`config.mk`:
```
export PLATFORM = sky130hd
export DESIGN_NAME = current_loop_controller
export DESIGN_NICKNAME = d
export VERILOG_FILES = /design/src/rtl/csc_pkg.sv /design/src/rtl/sync_edge_detect.sv /design/src/rtl/current_loop_controller.sv
export SDC_FILE = /design/constraint.sdc
export NUM_CORES = 1
export LEC_CHECK = 0
export ABC_CLOCK_PERIOD_IN_PS = 6600
export BUFFER_PORTS_ARGS = -buffer_cell sky130_fd_sc_hd__buf_4
export CORE_MARGIN = 4
export CORE_UTILIZATION = 45
export CTS_CLUSTER_DIAMETER = 50
export DETAILED_ROUTE_END_ITERATION = 8
export PLACE_DENSITY = 0.68
export SLEW_MARGIN = 20
export SYNTH_ARGS = -nofsm -noshare
export SYNTH_HDL_FRONTEND = slang
export SYNTH_SLANG_ARGS = --single-unit
```
`constraint.sdc`:
```
create_clock -name CLK -period 6.6 [get_ports CLK]
set_clock_uncertainty 0.05 [all_clocks]
set_input_delay 0.99 -clock CLK [delete_from_list [all_inputs] [get_ports CLK]]
set_output_delay 0.99 -clock CLK [all_outputs]
set_load 0.05 [all_outputs]
```
`src/rtl/csc_pkg.sv`:
```
// rtl/csc_pkg.sv - shared types and constants for the current loop controller
// Loop state encoding and direction-history counter width.
package csc_pkg;

  typedef enum logic [1:0] {
    ST_IDLE   = 2'd0,
    ST_TRACK  = 2'd1,
    ST_LOCKED = 2'd2
  } state_e;

  localparam int REVCNT_W = 4;
  localparam logic [REVCNT_W-1:0] CNT_MAX = '1;
  localparam logic [REVCNT_W-1:0] CNT_ONE = {{(REVCNT_W-1){1'b0}}, 1'b1};

  // Saturating increment for the reversal / run counters.
  function automatic logic [REVCNT_W-1:0] cnt_inc(input logic [REVCNT_W-1:0] c);
    return (c == CNT_MAX) ? c : c + CNT_ONE;
  endfunction

endpackage

```
`src/rtl/sync_edge_detect.sv`:
```
// rtl/sync_edge_detect.sv - two-flop synchronizer with rising-edge pulse
// The edge pulse is high for one clock after the synchronized input goes high.
module sync_edge_detect (
  input  logic clk_i,
  input  logic rst_ni,
  input  logic async_i,
  output logic sync_o,
  output logic rise_o
);

  logic s1_q, s2_q, prev_q;

  // Metastability chain plus one delayed copy for edge detection.
  always_ff @(posedge clk_i or negedge rst_ni) begin
    if (!rst_ni) begin
      s1_q   <= 1'b0;
      s2_q   <= 1'b0;
      prev_q <= 1'b0;
    end else begin
      s1_q   <= async_i;
      s2_q   <= s1_q;
      prev_q <= s2_q;
    end
  end

  assign sync_o = s2_q;
  assign rise_o = s2_q & ~prev_q;

endmodule

```
`src/rtl/current_loop_controller.sv`:
```
// rtl/current_loop_controller.sv - DAC code stepping loop with lock and saturation flags
// Steps the code once per SLOW_CLK rising edge toward the comparator target and
// tracks direction reversals to decide when the loop is dithering (locked).
module current_loop_controller
  import csc_pkg::*;
#(
  parameter int CODE_W     = 8,
  parameter int CODE_INIT  = 128,
  parameter int LOCK_REV   = 4,
  parameter int UNLOCK_RUN = 3
) (
  input  logic              CLK,
  input  logic              RST_N,
  input  logic              EN,
  input  logic              SLOW_CLK,
  input  logic              COMP_IN,
  output logic [CODE_W-1:0] CODE,
  output logic              LOCK,
  output logic              SAT,
  output logic              UPDATE
);

  localparam logic [CODE_W-1:0]   CODE_INIT_C  = CODE_INIT[CODE_W-1:0];
  localparam logic [CODE_W-1:0]   CODE_MAX     = '1;
  localparam logic [CODE_W-1:0]   CODE_ONE     = {{(CODE_W-1){1'b0}}, 1'b1};
  localparam logic [REVCNT_W-1:0] LOCK_REV_C   = LOCK_REV[REVCNT_W-1:0];
  localparam logic [REVCNT_W-1:0] UNLOCK_RUN_C = UNLOCK_RUN[REVCNT_W-1:0];

  logic tick, dir, comp_rise_unused;

  sync_edge_detect u_slow_sync (
    .clk_i  (CLK),
    .rst_ni (RST_N),
    .async_i(SLOW_CLK),
    .sync_o (),
    .rise_o (tick)
  );

  sync_edge_detect u_comp_sync (
    .clk_i  (CLK),
    .rst_ni (RST_N),
    .async_i(COMP_IN),
    .sync_o (dir),
    .rise_o (comp_rise_unused)
  );

  state_e              state_q, state_d;
  logic [CODE_W-1:0]   code_q, code_d;
  logic                lock_q, lock_d, sat_q, sat_d, update_q, update_d;
  logic                dir_valid_q, dir_valid_d, last_dir_q, last_dir_d;
  logic [REVCNT_W-1:0] rev_q, rev_d, run_q, run_d;

  // Next-state logic: stepping, direction history and lock decisions.
  always_comb begin
    state_d     = state_q;
    code_d      = code_q;
    lock_d      = lock_q;
    update_d    = 1'b0;
    dir_valid_d = dir_valid_q;
    last_dir_d  = last_dir_q;
    rev_d       = rev_q;
    run_d       = run_q;
    case (state_q)
      ST_IDLE: begin
        code_d      = CODE_INIT_C;
        lock_d      = 1'b0;
        dir_valid_d = 1'b0;
        last_dir_d  = 1'b0;
        rev_d       = '0;
        run_d       = '0;
        if (EN) state_d = ST_TRACK;
      end
      ST_TRACK, ST_LOCKED: begin
        if (!EN) begin
          state_d     = ST_IDLE;
          code_d      = CODE_INIT_C;
          lock_d      = 1'b0;
          dir_valid_d = 1'b0;
          rev_d       = '0;
          run_d       = '0;
        end else if (tick) begin
          update_d = 1'b1;
          if (dir) code_d = (code_q == CODE_MAX) ? code_q : code_q + CODE_ONE;
          else     code_d = (code_q == '0) ? code_q : code_q - CODE_ONE;
          last_dir_d  = dir;
          dir_valid_d = 1'b1;
          // The first tick after leaving IDLE only seeds the direction history.
          if (dir_valid_q) begin
            if (dir != last_dir_q) begin
              rev_d = cnt_inc(rev_q);
              run_d = '0;
            end else begin
              run_d = cnt_inc(run_q);
              rev_d = '0;
            end
          end
          if (state_q == ST_TRACK && rev_d == LOCK_REV_C) begin
            state_d = ST_LOCKED;
            lock_d  = 1'b1;
            run_d   = '0;
          end else if (state_q == ST_LOCKED && run_d == UNLOCK_RUN_C) begin
            state_d = ST_TRACK;
            lock_d  = 1'b0;
            rev_d   = '0;
          end
        end
      end
      default: state_d = ST_IDLE;
    endcase
    sat_d = (code_d == '0) || (code_d == CODE_MAX);
  end

  // State and output registers.
  always_ff @(posedge CLK or negedge RST_N) begin
    if (!RST_N) begin
      state_q     <= ST_IDLE;
      code_q      <= CODE_INIT_C;
      lock_q      <= 1'b0;
      sat_q       <= 1'b0;
      update_q    <= 1'b0;
      dir_valid_q <= 1'b0;
      last_dir_q  <= 1'b0;
      rev_q       <= '0;
      run_q       <= '0;
    end else begin
      state_q     <= state_d;
      code_q      <= code_d;
      lock_q      <= lock_d;
      sat_q       <= sat_d;
      update_q    <= update_d;
      dir_valid_q <= dir_valid_d;
      last_dir_q  <= last_dir_d;
      rev_q       <= rev_d;
      run_q       <= run_d;
    end
  end

  assign CODE   = code_q;
  assign LOCK   = lock_q;
  assign SAT    = sat_q;
  assign UPDATE = update_q;

endmodule

```
After elaboration in Yosys (flattened, before gate mapping)
Cells that the tools add are included.
Widths: inputs -> output; s select.
- memories kept: 0
- flip-flop bits (word level): 28
- bits of input ports: 5
- bits in read-only memories: 0
- output and inout port bits: 11
- logic and storage cells: 93
- latch bits: 0
- memory bits (writable): 0
- multiply operators: 0
- add/subtract/negate cells: 4
- shifts and indexed selects: 0
- reductions and logical operators: 12
- bitwise operators: 2
- equal/unequal tests: 14
- order comparisons: 0
- multiplexer cells: 47
- div/mod/pow operators: 0
- operator list (operator ; count):
    $mux 4 ; 19
    $mux 8 ; 5
    $eq 8x8->1 const B ; 2
    $logic_not 8->1 ; 2
    $pmux 4 s2 ; 2
    $pmux 8 s2 ; 1
    $mux 1 ; 11
    $mux 2 ; 5
    $reduce_and 3->1 ; 3
    $add 4x1->4 const B ; 2
    $add 8x1->8 const B ; 1
    $eq 4x4->1 const B ; 2
    $sub 8x1->8 const B ; 1
    $ne 2x2->1 const B ; 3
    $pmux 1 s2 ; 3
    $eq 4x2->1 const B ; 1
    $eq 4x3->1 const B ; 1
    $ne 4x4->1 const B ; 1
    $pmux 2 s2 ; 1
    $ne 3x3->1 const B ; 1
    $eq 2x1->1 const B ; 1
    $eq 2x2->1 const B ; 1
    $logic_and 1x1->1 ; 2
    $logic_not 2->1 ; 1
    other kinds (7) ; 7

Logic depth before layout (Yosys ltp)
- depth after elaboration: 14
- depth in mapped cells: 10
- depth with buffers taken out: 9

Cells and area by module
A second synthesis with hierarchy kept.
- cell total of the unflattened synthesis: 228
- area total of the unflattened synthesis: 2138.3 um2
- by module, submodules not included (module ; area each (um2) ; cells each ; times used ; sequential area each (um2)):
    current_loop_controller ; 1960.6 ; 220 ; 1 ; 576.8
    sync_edge_detect ; 88.8 ; 4 ; 2 ; 75.1

Worst setup path before layout
No wires, ideal clock.
- path kind: reg2reg
- start point: register code_q[1] (netlist: CODE[1])
- end point: register sat_q (netlist: SAT)
- period minus slack after synthesis: 2.812 ns
- library setup time: 0.082 ns
- stages on the path, launching flop included: 10
- path slack: 3.788 ns
- arrival: 2.680 ns
- buffers on the path: 0
- required time: 6.468 ns
- cell sequence: dfrtp_1 > inv_1 > ha_1 > or4b_4 > nor4b_2 > a21o_1 > nor3_1 > o22a_1 > or4_1 > o22ai_1
- word-level cells in the longest chain between the ends: 8
- elaborated cells between the ends (all ways): 13
- those cells by class: 2 x add/sub; 2 x eq/ne; 6 x mux; 3 x reduce/logical
- RTL lines (element ; line ; RTL):
    start: declaration ; current_loop_controller.sv:48 ; logic [CODE_W-1:0] code_q, code_d;
    start signal: assignment ; current_loop_controller.sv:127 ; code_q <= code_d;
    $sub 8x1->8 (tied with other cells) ; current_loop_controller.sv:84 ; else code_d = (code_q == '0) ? code_q : code_q - CODE_ONE;
    $mux 8 (on tied branches) ; current_loop_controller.sv:84, current_loop_controller.sv:83 ;
    $mux 8 * ; current_loop_controller.sv:83 ; if (dir) code_d = (code_q == CODE_MAX) ? code_q : code_q + CODE_ONE;
    $mux 8 * ; current_loop_controller.sv:81 ; end else if (tick) begin
    $mux 8 * ; current_loop_controller.sv:74 ; if (!EN) begin
    $pmux 8 s2 * ; current_loop_controller.sv:63 ; case (state_q)
    named net code_d[6] ; current_loop_controller.sv:48 ;
    $eq 8x8->1 or $logic_not 8->1 (tied branches) ; current_loop_controller.sv:110 ; sat_d = (code_d == '0) || (code_d == CODE_MAX);
    $logic_or 1x1->1 * ; current_loop_controller.sv:110 ;
    named net sat_d ; current_loop_controller.sv:49 ; logic lock_q, lock_d, sat_q, sat_d, update_q, update_d;
    end signal: assignment ; current_loop_controller.sv:129 ; sat_q <= sat_d;
    end: declaration ; current_loop_controller.sv:49 ;
Mark *: on every way through the listed nets, which the timed path passes. The rest lies on a longest branch.
A chain may end at the register's enable or synchronous reset.

Worst setup path after layout
- start point: register u_comp_sync.s2_q (netlist: u_comp_sync.sync_o)
- end point: register state_q[0]
- word-level cells in the longest chain between the ends: 12
- elaborated cells between the ends (all ways): 21
- those cells by class: 4 x eq/ne; 14 x mux; 3 x reduce/logical
- RTL lines (element ; line ; RTL):
    start: declaration ; sync_edge_detect.sv:11 ; logic s1_q, s2_q, prev_q;
    start signal: assignment ; sync_edge_detect.sv:21 ; s2_q <= s1_q;
    $ne 1x1->1 * ; current_loop_controller.sv:89 ; if (dir != last_dir_q) begin
    $mux 4 ; current_loop_controller.sv:89 ;
    $mux 4 ; current_loop_controller.sv:88 ; if (dir_valid_q) begin
    $mux 4 ; current_loop_controller.sv:81 ;
    $mux 4 ; current_loop_controller.sv:74 ;
    $mux 4 ; current_loop_controller.sv:63 ;
    $eq 4x3->1 ; current_loop_controller.sv:97 ; if (state_q == ST_TRACK && rev_d == LOCK_REV_C) begin
    $logic_and 1x1->1 ; current_loop_controller.sv:97 ;
    $mux 2 ; current_loop_controller.sv:97 ;
    $mux 2 ; current_loop_controller.sv:81 ;
    $mux 2 ; current_loop_controller.sv:74 ;
    $pmux 2 s2 ; current_loop_controller.sv:63 ;
    end signal: assignment ; current_loop_controller.sv:126 ; state_q <= state_d;
    end: declaration ; current_loop_controller.sv:47 ; state_e state_q, state_d;
Every way passes the cells marked *; elsewhere a longest branch is shown, timed or not. The select of a mux whose other input is x is not followed.

==> impl_metrics.json <==
{
  "status": "finished, final reports clean",
  "fillers": 391,
  "final_antenna_net_count": 0,
  "netlist_instances": 226,
  "hold_violations": 0,
  "setup_viol": 0,
  "p_total_uw": 513,
  "r2r-end": "state_q[0]$_DFFE_PN0P_",
  "irDropWorstVdd_v": 0.000169,
  "syn_to_final_growth_pct": 9.71,
  "coreArea_um2": 4090,
  "synthTopCellsByArea": "dfrtp_1 (35%), ha_1 (5.8%), a21oi_1 (3.9%)",
  "avgRoutedWirePerCell_um": 16.0,
  "netlist_area_um2": 1930,
  "crit_slowest_cell": "dfrtp_1",
  "worstReg2RegStart": "u_comp_sync.sync_o$_DFF_PN0_",
  "drv_slew": 0,
  "cts_tree": "built",
  "ys_warn_count": 0,
  "num_vias": 1739,
  "fin_crit_ns": 2.88,
  "nNetsFinal": 247,
  "cts.sinks": 28,
  "path_clk_slew_ns": 0.10,
  "worst_r2r_path_depth": 7,
  "r2r_setup_slack_ns": 3.72,
  "seq_area_frac_synth_pct": 36.3,
  "rsz0062_at_grt": "false",
  "dr.pass1.iters": 4,
  "die_height_um": 73.5,
  "initial_utilization_pct": 47.3,
  "critPathCaptureType": "flop",
  "layout-drive-gt1-share_pct": 10.8,
  "h-tree-depth": 1,
  "path_class": "reg -> reg",
  "drt-total-wl_um": 4500,
  "post_cts_buffers": 0,
  "startpoint_type": "flop",
  "track_usage_pct": 18.2,
  "die-area_um2": 5410,
  "cp_slowest_stage_delay_ns": 0.63,
  "syn_avg_cell_area_um2": 8.55,
  "n_antenna_cell": 0,
  "holdBufCountCts": 0,
  "boundaryPins": 16,
  "die_x_um": 73.5,
  "crit_chain": "xnor2_1, and3_1, a22oi_1, nor4_1, nor3b_1, a221o_1, a32o_1",
  "seqCellArea_um2": 702,
  "min_path_cells": 0,
  "post-route-drc-count": 0,
  "clockRootBuffer": "clkbuf_8",
  "multi_input_area_um2": 1110,
  "cts_made_buffers": 3,
  "clk_latency_ns": 0.27,
  "worstPathMaxFanout": 20,
  "post_cts_resized": 0,
  "fmax_ghz": 0.348,
  "hp-start": "u_slow_sync.s1_q$_DFF_PN0_",
  "powerDensity_nw_per_um2": 242,
  "ys_ff_latch": 28,
  "syn_nets": 240,
  "slew_headroom_pct": 56.7,
  "cap_viol_max_count": 0,
  "synth_top_cell_area_share_pct": 35.0,
  "via_per_inst": 6.17,
  "port_buffers": 15,
  "fin_setup_tns_ns": 0,
  "power.leakage_nw": 0.930,
  "grt_max_degree": 29,
  "gp_congestion": 0.884,
  "grt_antenna_before_repair": 0,
  "drt_iter0_markers": 165,
  "async_flop_share_pct": 100,
  "synth_edf_count": 0,
  "grt-ovfl-total": 0,
  "dp_hpwl_um": 3310,
  "grt_first_pass_wirelength_um": 7790,
  "period_share_pct": 43.6,
  "worstPathRequired_ns": 6.72,
  "synth_top_cell_by_area": "dfrtp_1",
  "grt_pass1_vias": 1580,
  "hold_path.class": "reg -> reg",
  "worstMarginPinSlew_ns": 0.650,
  "rows": 23,
  "ys_types": 57,
  "holdPathEnd": "u_slow_sync.sync_o$_DFF_PN0_",
  "synth_ff_type": "dfrtp_1",
  "clk_path_buf_depth": 2,
  "cp_data_arrival_time_ns": 3.00
}
[cells in the mapped netlist (3+ instances only)]
cell type / instances
dfrtp_1: 27
nand2_1: 19
a21oi_1: 15
inv_1: 15
nor2_1: 13
nand3_1: 11
o21ai_0: 11
clkbuf_1: 10
ha_1: 9
nand2b_1: 6
a31oi_1: 5
nor3_1: 5
a21o_1: 4
and3_1: 4
nand4_1: 4
o21ai_1: 4
a211o_1: 3
a211oi_1: 3
and2_1: 3
nor3b_1: 3
nor4_1: 3
o22ai_1: 3
[per-stage QoR]
step	utilization, %	std cells	hold WS [ns]	setup WS (ns)	instance area [µm²]
2_1_floorplan	-	226	0.281	3.79	1930
3_3_place_gp	50.1	278	0.283	3.68	2050
3_5_place_dp	50.1	278	0.286	3.68	2050
4_1_cts	51.9	282	0.310	3.77	2120
5_1_grt	51.9	282	0.316	3.39	2120
6_report	51.9	282	0.307	3.72	2120
[cells in the final DEF (no fill, tap or decap), types with 6 or more instances in the layout]
cell type and instances:
nand2b_1 6, inv_1 15, nor2_1 13, nand2_1 19, buf_4 15, nand3_1 11, dfrtp_1 27, a21oi_1 15
ha_1 9, o21ai_0 11
[power breakdown]
| group | switching, mW | internal, mW |
|---|---|---|
| clock network | 0.0539 | 0.0812 |
| registers | 0.0231 | 0.186 |
| logic | 0.106 | 0.0634 |
| total | 0.183 | 0.331 |
[cells by family after synthesis]
family | Yosys count | synth area share, %
multiplexers | 3 | 1.68
XOR/XNOR | 3 | 1.36
AO/OA/AOI/OAI | 74 | 26.0
AND/OR/NAND/NOR | 81 | 22.9
adder cells (fa/ha/maj) | 9 | 5.83
flip-flops | 28 | 36.3
buffers and inverters | 28 | 5.96
[how the worst max path moves through the flow]
| stage | to | cells after the start | startpoint |
|---|---|---|---|
| floorplan | SAT$_DFF_PN0_ | 9 | CODE[1]$_DFF_PN0_ |
| global placement | SAT$_DFF_PN0_ | 8 | EN |
| detailed placement | SAT$_DFF_PN0_ | 8 | EN |
| CTS | state_q[0]$_DFFE_PN0P_ | 7 | u_comp_sync.sync_o$_DFF_PN0_ |
| global route | rev_q[1]$_DFFE_PN0P_ | 6 | u_comp_sync.sync_o$_DFF_PN0_ |
| finish | state_q[0]$_DFFE_PN0P_ | 7 | u_comp_sync.sync_o$_DFF_PN0_ |
[final cells by class]
type / count / share of cell area (%)
multi-input cells: 170 / 52.6
flip-flops and latches: 28 / 33.1
repair buffers: 15 / 5.31
well taps: 50 / 2.95
inverters: 15 / 2.66
clock buffers: 3 / 1.95
clock inverters: 1 / 1.42
[metal layers]
metal | global-route usage, % | wire (µm) | up-vias | part of all wire [%]
li1 | - | - | 852 | -
met1 | 29.4 | 2240 | 801 | 50
met2 | 24.4 | 1850 | 82 | 41
met3 | 3.56 | 381 | 4 | 8.5
met4 | 4.63 | 27 | 0 | 0.60
met5 | 0 | 0 | - | 0
[flip-flops by register name, indices dropped and copies added (netlist names)]
name,flops
last_dir_q,1
dir_valid_q,1
UPDATE,1
u_comp_sync.sync_o,1
LOCK,1
rev_q,4
run_q,4
u_slow_sync.sync_o,1
u_slow_sync.s1_q,1
u_comp_sync.s1_q,1
state_q,2
CODE,8
u_slow_sync.prev_q,1
SAT,1
[worst max-delay path: cells and delay by family, from the launching register on]
kind	cells	cell delay, ns
compound gates	3	0.62
xor+xnor	1	0.47
simple gates	3	1.00
flops	1	0.63
Power figures use the tool's default switching activity.
